--- src/rtl/multicycle_pkg.sv ---
// Shared encodings for the multicycle MIPS-subset control FSM.
// State enum, opcode/funct constants, ALU commands and datapath mux selects.
package multicycle_pkg;

    typedef enum logic [3:0] {
        S_FETCH,
        S_DECODE,
        S_EXEC_R,
        S_WB_R,
        S_EXEC_I,
        S_WB_I,
        S_MEM_ADDR,
        S_MEM_RD,
        S_MEM_WB,
        S_MEM_WR,
        S_BRANCH,
        S_JUMP,
        S_JR,
        S_JAL,
        S_HALT
    } state_t;

    localparam logic [5:0] OP_RTYPE = 6'b000000;
    localparam logic [5:0] OP_LW    = 6'b100011;
    localparam logic [5:0] OP_SW    = 6'b101011;
    localparam logic [5:0] OP_BNE   = 6'b000101;
    localparam logic [5:0] OP_XORI  = 6'b001110;
    localparam logic [5:0] OP_ADDI  = 6'b001000;
    localparam logic [5:0] OP_J     = 6'b000010;
    localparam logic [5:0] OP_JAL   = 6'b000011;

    localparam logic [5:0] FN_ADD = 6'b100000;
    localparam logic [5:0] FN_SUB = 6'b100010;
    localparam logic [5:0] FN_SLT = 6'b101010;
    localparam logic [5:0] FN_JR  = 6'b001000;

    localparam logic [2:0] ALU_ADD = 3'b000;
    localparam logic [2:0] ALU_SUB = 3'b001;
    localparam logic [2:0] ALU_XOR = 3'b010;
    localparam logic [2:0] ALU_SLT = 3'b011;

    localparam logic [1:0] RD_RD = 2'b00;
    localparam logic [1:0] RD_RT = 2'b01;
    localparam logic [1:0] RD_RA = 2'b10;

    localparam logic [1:0] M2R_ALU = 2'b00;
    localparam logic [1:0] M2R_MEM = 2'b01;
    localparam logic [1:0] M2R_PC  = 2'b10;

    localparam logic [1:0] SRCB_IMM  = 2'b00;
    localparam logic [1:0] SRCB_B    = 2'b01;
    localparam logic [1:0] SRCB_FOUR = 2'b10;

    localparam logic [1:0] PCS_ALU    = 2'b00;
    localparam logic [1:0] PCS_ALUOUT = 2'b01;
    localparam logic [1:0] PCS_JUMP   = 2'b10;
    localparam logic [1:0] PCS_A      = 2'b11;

    // ALU command for the supported R-type arithmetic functs
    function automatic logic [2:0] rtype_cmd(input logic [5:0] fn);
        if (fn == FN_SUB) return ALU_SUB;
        if (fn == FN_SLT) return ALU_SLT;
        return ALU_ADD;
    endfunction

endpackage

--- src/rtl/ctrl_counters.sv ---
// Bring-up counters: retired instructions and cycles since reset.
// Both wrap modulo 2^CNT_W.
module ctrl_counters #(
    parameter int CNT_W = 32
) (
    input  logic             clk,
    input  logic             reset,
    input  logic             retire,
    output logic [CNT_W-1:0] instr_count,
    output logic [CNT_W-1:0] cycle_count
);

    logic [CNT_W-1:0] instr_q, instr_d;
    logic [CNT_W-1:0] cycle_q, cycle_d;

    // next counter values
    always_comb begin
        instr_d = instr_q;
        cycle_d = cycle_q + {{(CNT_W-1){1'b0}}, 1'b1};
        if (retire) instr_d = instr_q + {{(CNT_W-1){1'b0}}, 1'b1};
    end

    // counter registers
    always_ff @(posedge clk or posedge reset) begin
        if (reset) begin
            instr_q <= '0;
            cycle_q <= '0;
        end else begin
            instr_q <= instr_d;
            cycle_q <= cycle_d;
        end
    end

    assign instr_count = instr_q;
    assign cycle_count = cycle_q;

endmodule

--- src/rtl/multicycle_ctrl.sv ---
// Multicycle control FSM for the single-memory MIPS-subset datapath.
// Define MULTICYCLE_CTRL_ILLEGAL_TRAP_EN to trap undecoded instructions in HALT.
module multicycle_ctrl
    import multicycle_pkg::*;
#(
    parameter int CNT_W = 32
) (
    input  logic             clk,
    input  logic             reset,
    input  logic [5:0]       opcode,
    input  logic [5:0]       funct,
    input  logic             zero,
    output logic             ir_we,
    output logic             reg_we,
    output logic [1:0]       reg_dst,
    output logic [1:0]       mem_to_reg,
    output logic             alu_src_a,
    output logic [1:0]       alu_src_b,
    output logic [2:0]       alu_cmd,
    output logic             pc_we,
    output logic [1:0]       pc_src,
    output logic             mem_we,
    output logic             iord,
`ifdef MULTICYCLE_CTRL_ILLEGAL_TRAP_EN
    output logic             illegal,
`endif
    output logic [CNT_W-1:0] instr_count,
    output logic [CNT_W-1:0] cycle_count
);

    state_t state_q, state_d;
    logic   retire;

    // state register
    always_ff @(posedge clk or posedge reset) begin
        if (reset) state_q <= S_FETCH;
        else       state_q <= state_d;
    end

    // next state and Moore outputs (pc_we in BRANCH also uses zero)
    always_comb begin
        state_d    = S_FETCH;
        ir_we      = 1'b0;
        reg_we     = 1'b0;
        reg_dst    = RD_RD;
        mem_to_reg = M2R_ALU;
        alu_src_a  = 1'b0;
        alu_src_b  = SRCB_IMM;
        alu_cmd    = ALU_ADD;
        pc_we      = 1'b0;
        pc_src     = PCS_ALU;
        mem_we     = 1'b0;
        iord       = 1'b0;
        case (state_q)
            S_FETCH: begin
                ir_we     = 1'b1;
                alu_src_b = SRCB_FOUR;
                pc_we     = 1'b1;
                state_d   = S_DECODE;
            end
            S_DECODE: begin
                if (opcode == OP_RTYPE &&
                    (funct == FN_ADD || funct == FN_SUB || funct == FN_SLT))
                    state_d = S_EXEC_R;
                else if (opcode == OP_RTYPE && funct == FN_JR)
                    state_d = S_JR;
                else if (opcode == OP_LW || opcode == OP_SW)
                    state_d = S_MEM_ADDR;
                else if (opcode == OP_BNE)
                    state_d = S_BRANCH;
                else if (opcode == OP_XORI || opcode == OP_ADDI)
                    state_d = S_EXEC_I;
                else if (opcode == OP_J)
                    state_d = S_JUMP;
                else if (opcode == OP_JAL)
                    state_d = S_JAL;
                else
`ifdef MULTICYCLE_CTRL_ILLEGAL_TRAP_EN
                    state_d = S_HALT;
`else
                    state_d = S_FETCH;
`endif
            end
            S_EXEC_R: begin
                alu_src_a = 1'b1;
                alu_src_b = SRCB_B;
                alu_cmd   = rtype_cmd(funct);
                state_d   = S_WB_R;
            end
            S_WB_R: begin
                reg_we = 1'b1;
            end
            S_EXEC_I: begin
                alu_src_a = 1'b1;
                alu_cmd   = (opcode == OP_XORI) ? ALU_XOR : ALU_ADD;
                state_d   = S_WB_I;
            end
            S_WB_I: begin
                reg_we  = 1'b1;
                reg_dst = RD_RT;
            end
            S_MEM_ADDR: begin
                alu_src_a = 1'b1;
                state_d   = (opcode == OP_LW) ? S_MEM_RD : S_MEM_WR;
            end
            S_MEM_RD: begin
                iord    = 1'b1;
                state_d = S_MEM_WB;
            end
            S_MEM_WB: begin
                reg_we     = 1'b1;
                reg_dst    = RD_RT;
                mem_to_reg = M2R_MEM;
            end
            S_MEM_WR: begin
                iord   = 1'b1;
                mem_we = 1'b1;
            end
            S_BRANCH: begin
                alu_src_a = 1'b1;
                alu_src_b = SRCB_B;
                alu_cmd   = ALU_SUB;
                pc_src    = PCS_ALUOUT;
                pc_we     = ~zero;
            end
            S_JUMP: begin
                pc_we  = 1'b1;
                pc_src = PCS_JUMP;
            end
            S_JR: begin
                pc_we  = 1'b1;
                pc_src = PCS_A;
            end
            S_JAL: begin
                reg_we     = 1'b1;
                reg_dst    = RD_RA;
                mem_to_reg = M2R_PC;
                pc_we      = 1'b1;
                pc_src     = PCS_JUMP;
            end
`ifdef MULTICYCLE_CTRL_ILLEGAL_TRAP_EN
            S_HALT: begin
                state_d = S_HALT;
            end
`endif
            default: state_d = S_FETCH;
        endcase
        if (reset) begin
            ir_we  = 1'b0;
            reg_we = 1'b0;
            pc_we  = 1'b0;
            mem_we = 1'b0;
        end
    end

`ifdef MULTICYCLE_CTRL_ILLEGAL_TRAP_EN
    // trap flag while parked in HALT
    always_comb begin
        illegal = (state_q == S_HALT);
    end
`endif

    assign retire = (state_d == S_FETCH) && !reset;

    ctrl_counters #(
        .CNT_W(CNT_W)
    ) u_counters (
        .clk        (clk),
        .reset      (reset),
        .retire     (retire),
        .instr_count(instr_count),
        .cycle_count(cycle_count)
    );

endmodule

--- config.mk ---
export PLATFORM = sky130hd
export DESIGN_NAME = multicycle_ctrl
export DESIGN_NICKNAME = d
export VERILOG_FILES = /design/src/rtl/multicycle_pkg.sv /design/src/rtl/ctrl_counters.sv /design/src/rtl/multicycle_ctrl.sv
export SDC_FILE = /design/constraint.sdc
export NUM_CORES = 1
export LEC_CHECK = 0
export BUFFER_PORTS_ARGS = -buffer_cell sky130_fd_sc_hd__clkbuf_2
export CORE_UTILIZATION = 45
export DETAILED_ROUTE_END_ITERATION = 8
export GPL_TIMING_DRIVEN = 0
export PLACE_DENSITY_LB_ADDON = 0.1
export SLEW_MARGIN = 15
export SYNTH_ARGS = -nofsm -noshare
export SYNTH_HDL_FRONTEND = slang
export SYNTH_SLANG_ARGS = --single-unit
--- constraint.sdc ---
create_clock -name clk -period 7.26 [get_ports clk]
set_input_delay 0.726 -clock clk [delete_from_list [all_inputs] [get_ports clk]]
set_output_delay 0.726 -clock clk [all_outputs]
set_load 0.1 [all_outputs]
==> qor.yml, run 1 <==
syn-cell-area_um2: 3550
clk_path_buf_depth: 2
synthArstFlopShare: 1.00
antenna_found_initial: 0
met3_usage: 0.0606
grt_pass1_wl_um: 12600
power_density_nw_per_um2: 252
worst_ep_required_time_ns: 6.53
drt_iter0_drc: 72
numCtsBuffers: 9
cp_max_fo: 3
setup_ws_ns: 4.39
synthTopCellsByCount: "dfrtp_1, nand2_1, nor2_1"
p_leak_nw: 2.17
final_area_um2: 4340
cts_root_buf: "clkbuf_8"
syn_area_per_cell_um2: 9.97
dpl-instance-area_um2: 4160
core_area_um2: 7690
slew_violations: 0
synth_seq_cells: 68
relSlewSlack: 0.621
top_usage_layer: "met2"
drive_above_1_share: 0.286
overflow: 0
first_pass_iters: 4
crit_arrival_ns: 2.14
routed_wl_um: 7380
regToRegStartpoint: "state_q[0]"
p_int_uw: 634
endpoint: "alu_cmd[0]"
synth_top_area_frac: 0.479
diodes: 0
cts_setup_buffers: 0
hold_viol: 0
p_clk_frac: 0.269
cp-startpoint: "funct[0]"
clk_latency_ns: 0.34
synth_area_leaders: "dfrtp_1, xnor2_1, xor2_1"
wl_per_cell_um: 13.0
start_kind: "input port"
fin_crit_sh: 0.395
finalSetupTns_ns: 0
clock-sinks: 68
design.portCount: 96
dieArea_um2: 8250
timing.fmax_mhz: 349
synthFlopType: "dfrtp_1"
vias_per_cell: 5.10
synth_nets: 373
rows: 32
yosysMostFrequentCell: "dfrtp_1"
fin_cells: 567
worst_slew_pin_slew_ns: 0.571
outcome: "finished clean"
initial_core_util: 0.462
skew_ns: 0.00552
place.gp.congestion: 0.765
pre_cts_slack_ns: 4.30
max-vdd-ir-drop_mv: 0.148
r2r_slack_ns: 4.68
worstSetupPathType: "input port to output port"
synth_edf_count: 0
routed-via-count: 2894
cts_tree: "yes"
dieWidth_um: 90.8
route.detailed.drc: 0
die_h_um: 90.8
postCtsResizedCells: 0
synth_cells: 356
path_clk_slew_ns: 0.07
p_seq_frac: 0.381
ys_types: 56
final_antenna_net_count: 0
yosys_warnings: 0
post-synth-top-area-cell: "dfrtp_1"
grt_util_met2: 0.294
grt_pass1_vias: 2690
io_buffers: 92
fin_hold_ws_ns: 0.448
met1_usage: 0.255
placed_cells: 551
hold_class: "input port to asynchronous set/reset pin"
worstSetupEndpointType: "output port"
nets: 477
dp_hpwl_um: 5370
htreeDepth: 3
period_minus_slack_ns: 2.87
ctsHoldBuffers: 0
setup_viol: 0
worst_r2r_path_depth: 11
drv_cap: 0
ys_seq_area_frac: 0.479
syn_to_final_growth_pct: 22.4
grt_max_degree: 40
p_switching_uw: 459
grt_use_total: 0.192
rsz0062_at_grt: "false"
p_comb_frac: 0.350
swShare: 0.420
reg2reg_to: "u_counters.instr_count[17]"
how the worst min path moves through the flow:
| stage | start | to | slack (ns) | cells past startpoint |
|---|---|---|---|---|
| floorplan | state_q[0] | state_q[0] | 0.62 | 2 |
| global placement | u_counters.cycle_count[31] | u_counters.cycle_count[31] | 0.46 | 1 |
| detailed placement | u_counters.cycle_count[31] | u_counters.cycle_count[31] | 0.46 | 1 |
| CTS | reset | u_counters.instr_count[22] | 0.44 | 2 |
| global route | reset | u_counters.instr_count[18] | 0.47 | 2 |
| finish | reset | u_counters.instr_count[20] | 0.45 | 2 |
registers in the layout, summed over array words and instances, names as in the netlist:
register                count
u_counters.cycle_count     32
u_counters.instr_count     32
state_q                     4
power groups by stage:
stage	combinational [mW]	clock, mW	sequential [mW]
final	0.383	0.294	0.416
after detailed placement	0.383	0	0.423
after global routing	0.406	0.322	0.419
after global placement	0.381	0	0.423
after floorplan	0.225	0	0.515
after CTS	0.384	0.304	0.416
area by class of cell:
type | count | area (um2)
Buffer | 14 | 78.8
Clock buffer | 11 | 131
Clock inverter | 5 | 52.6
Fill cell | 727 | 3340
Inverter | 8 | 32.5
Multi-Input combinational cell | 266 | 1740
Sequential cell | 68 | 1700
Tap cell | 102 | 128
Timing Repair Buffer | 93 | 480
per-layer routing:
metal  routed length, um  share of wire
met5                   0              0
met3                 396          0.054
met2                3340           0.45
met1                3540           0.48
met4                 112          0.015
placed cells by master (no fill, tap or decap), types with 4 or more instances in the layout:
cell	count
inv_1	6
clkbuf_1	6
xor2_1	30
xnor2_1	33
nor4_1	5
clkbuf_2	92
clkbuf_8	9
nand2_1	36
nor3_1	13
nand2b_1	10
nor3_2	9
nand4_1	12
and4_1	5
dfrtp_1	68
nand3_1	20
buf_4	4
nor2_1	34
and3_1	7
cells by family (layout without fill, tap and decap cells):
group                      after synthesis  count (layout)  synth area share
AOI/OAI and AO/OA                       23              23            0.0501
xor gates and xnor gates                63              63             0.155
and+or+nand+nor                        176             176             0.273
DFF                                     68              68             0.479
adders and majority gates                2               2           0.00705
other                                    1               1           0.00106
buffers and inverters                   22             131            0.0307
muxes                                    1               1           0.00317
through the flow:
step | util | power [mW]
floorplan | - | 0.741
global placement | 0.538 | 0.804
detailed placement | 0.541 | 0.806
CTS | 0.565 | 1.10
global route | 0.565 | 1.15
finish | 0.565 | 1.09
worst max-delay path, cell delays in order:
cell	delay (ns)
clkbuf_2	0.09
nor4b_1	0.48
nand2_1	0.15
a21boi_0	0.21
clkbuf_2	0.49
No activity file was read; power rests on OpenSTA's default activity.
==> run 2: changes to the inputs <==
--- a/config.mk
+++ b/config.mk
@@ -5,6 +5,7 @@
 export SDC_FILE = /design/constraint.sdc
 export NUM_CORES = 1
 export LEC_CHECK = 0
+export ABC_AREA = 1
 export BUFFER_PORTS_ARGS = -buffer_cell sky130_fd_sc_hd__clkbuf_2
 export CORE_UTILIZATION = 45
 export DETAILED_ROUTE_END_ITERATION = 8
==> constraint.sdc (replaced) <==
create_clock -name clk -period 2.6 [get_ports clk]
set_input_delay 0.26 -clock clk [delete_from_list [all_inputs] [get_ports clk]]
set_output_delay 0.26 -clock clk [all_outputs]
set_load 0.1 [all_outputs]
==> run 2 against run 1 <==
  * Sequential share of layout area is 6.5 points lower
  * Clock skew is 0.0061 ns higher
  * First-iteration DRC count grew to 3.3 times the previous value
  * Synthesized area is 22% higher
  * Power grew to 3.1 times the previous value
  * Highest routed layer unchanged
  * Worst setup slack worse by 4.0 ns
  * Via count is 48% higher
  * Sequential power grew to 2.8 times the previous value
  * Flip-flop and latch count stayed put
  * Register-to-register slack worse by 4.2 ns
==> qor.yml, run 2 <==
synthFlopType: "dfrtp_1"
setup_viol: 0
yosysMostFrequentCell: "nand2_1"
first_pass_iters: 5
synthTopCellsByCount: "nand2_1, nor2_1, dfrtp_1"
synthArstFlopShare: 1.00
diodes: 0
clk_latency_ns: 0.35
period_minus_slack_ns: 2.25
start_kind: "flip-flop"
multiInputGateArea_um2: 2260
timing.fmax_mhz: 444
rows: 35
crit_arrival_ns: 1.99
ys_types: 35
place.gp.congestion: 0.911
drive_above_1_share: 0.221
final_common_cell: "nand2_1"
final_antenna_net_count: 0
power_density_nw_per_um2: 647
synth_seq_cells: 68
postCtsResizedCells: 0
dp_hpwl_um: 8300
placed_cells: 819
clock-sinks: 68
max-vdd-ir-drop_mv: 0.603
ctsHoldBuffers: 0
worstSetupEndpointType: "output port"
slew_violations: 0
drv_cap: 0
synth_cells: 595
final_cell_mix: "nand2_1, clkbuf_2, nor2_1, dfrtp_1, inv_1"
power_mw: 3.38
relSlewSlack: 0.612
initial_core_util: 0.465
synth_area_leaders: "dfrtp_1, nand2_1, nor2_1"
design.portCount: 96
synth_edf_count: 0
grt_max_degree: 59
post-synth-top-area-cell: "dfrtp_1"
clk_path_buf_depth: 2
antenna_found_initial: 0
wl_per_cell_um: 13.0
die_h_um: 99.9
yosys_warnings: 0
syn_area_per_cell_um2: 7.25
routed_wl_um: 10900
synth_nets: 612
fin_crit_sh: 0.866
rsz0062_at_grt: "false"
drt_iter0_drc: 236
worst_ep_required_time_ns: 2.34
hold_class: "input port to asynchronous set/reset pin"
hold_viol: 0
overflow: 0
numCtsBuffers: 9
worstSetupPathType: "flip-flop to output port"
htreeDepth: 3
cts_root_buf: "clkbuf_8"
syn-cell-area_um2: 4310
grt_use_total: 0.228
post-route-util: 0.562
outcome: "finished clean"
dieArea_um2: 9980
fin_cells: 835
io_buffers: 94
synth_top_area_frac: 0.394
path_clk_slew_ns: 0.08
cts_tree: "yes"
p_leak_nw: 2.58
route.detailed.drc: 0
skew_ns: 0.0116
syn_to_final_growth_pct: 20.9
cp_max_fo: 5
seq_area_um2: 1700
dieWidth_um: 99.9
ys_seq_area_frac: 0.394
vias_per_cell: 5.11
cts_setup_buffers: 0
core_area_um2: 9280
routed-via-count: 4270
grt_pass1_vias: 3816
nets: 718
worst_slew_pin_slew_ns: 0.582
grt_pass1_wl_um: 18200
fillers: 911
-- run 2: final cells by class --
| class | instances | area share |
|---|---|---|
| Clock inverter | 7 | 0.0144 |
| Sequential cell | 68 | 0.326 |
| Inverter | 67 | 0.0482 |
| Clock buffer | 9 | 0.0237 |
| Tap cell | 129 | 0.0309 |
| Timing Repair Buffer | 95 | 0.0955 |
| Multi-Input combinational cell | 443 | 0.434 |
| Buffer | 17 | 0.0271 |
-- run 2: critical path: stages (launching register included) --
cell and delay, ns:
dfrtp_1 0.45, inv_1 0.15, nor2_1 0.14, inv_1 0.12, nor2_2 0.11, a21oi_1 0.07, a21oi_2 0.13, clkbuf_2 0.47
-- run 2: path summary, 6_finish.rpt --
kind	from	end	slack, ns	cells past startpoint
max in group asynchronous	reset	u_counters.cycle_count[9]	1.82	4
min in group clk	opcode[1]	state_q[0]	0.32	3
worst min-delay path	reset	state_q[3]	0.22	3
worst min register to register	u_counters.cycle_count[0]	u_counters.cycle_count[0]	0.49	1
worst max register to register	u_counters.instr_count[1]	u_counters.instr_count[12]	0.46	10
worst max-delay path	state_q[3]	reg_we	0.35	7
-- run 2: kinds of logic (layout without fill, tap and decap cells) --
family	count (synthesis)	after routing	share of synthesized area
buffers and inverters	84	195	0.0902
other	1	1	0.000869
and+or+nand+nor	388	388	0.409
DFF	68	68	0.394
AOI/OAI and AO/OA	13	13	0.0209
xor gates and xnor gates	39	39	0.0792
adders and majority gates	2	2	0.00580
-- run 2: per-layer routing --
metal,track usage,wire (um),vias up
li1,-,-,2143
met1,0.310,5000,1987
met2,0.370,5140,119
met3,0.0320,492,21
met4,0.0871,223,0
met5,0,0,-
-- run 2: per-stage QoR --
step | cell area [um2] | TNS [ns] | worst slack, ns | hold slack [ns]
after floorplan | 4360 | -1.29 | -0.545 | 0.487
after global placement | 4990 | -0.543 | -0.543 | 0.454
after detailed placement | 5020 | 0 | 0.519 | 0.476
after CTS | 5220 | 0 | 0.331 | 0.228
after global routing | 5220 | 0 | 0.222 | 0.266
final | 5220 | 0 | 0.348 | 0.218
-- run 2: power breakdown --
part	internal (mW)	total, mW	switching [mW]	leakage, nW
Sequential	1.11	1.17	0.0659	0.928
Clock	0.448	0.906	0.458	0.0923
Combinational	0.292	1.30	1.01	1.56
Total	1.85	3.38	1.53	2.58
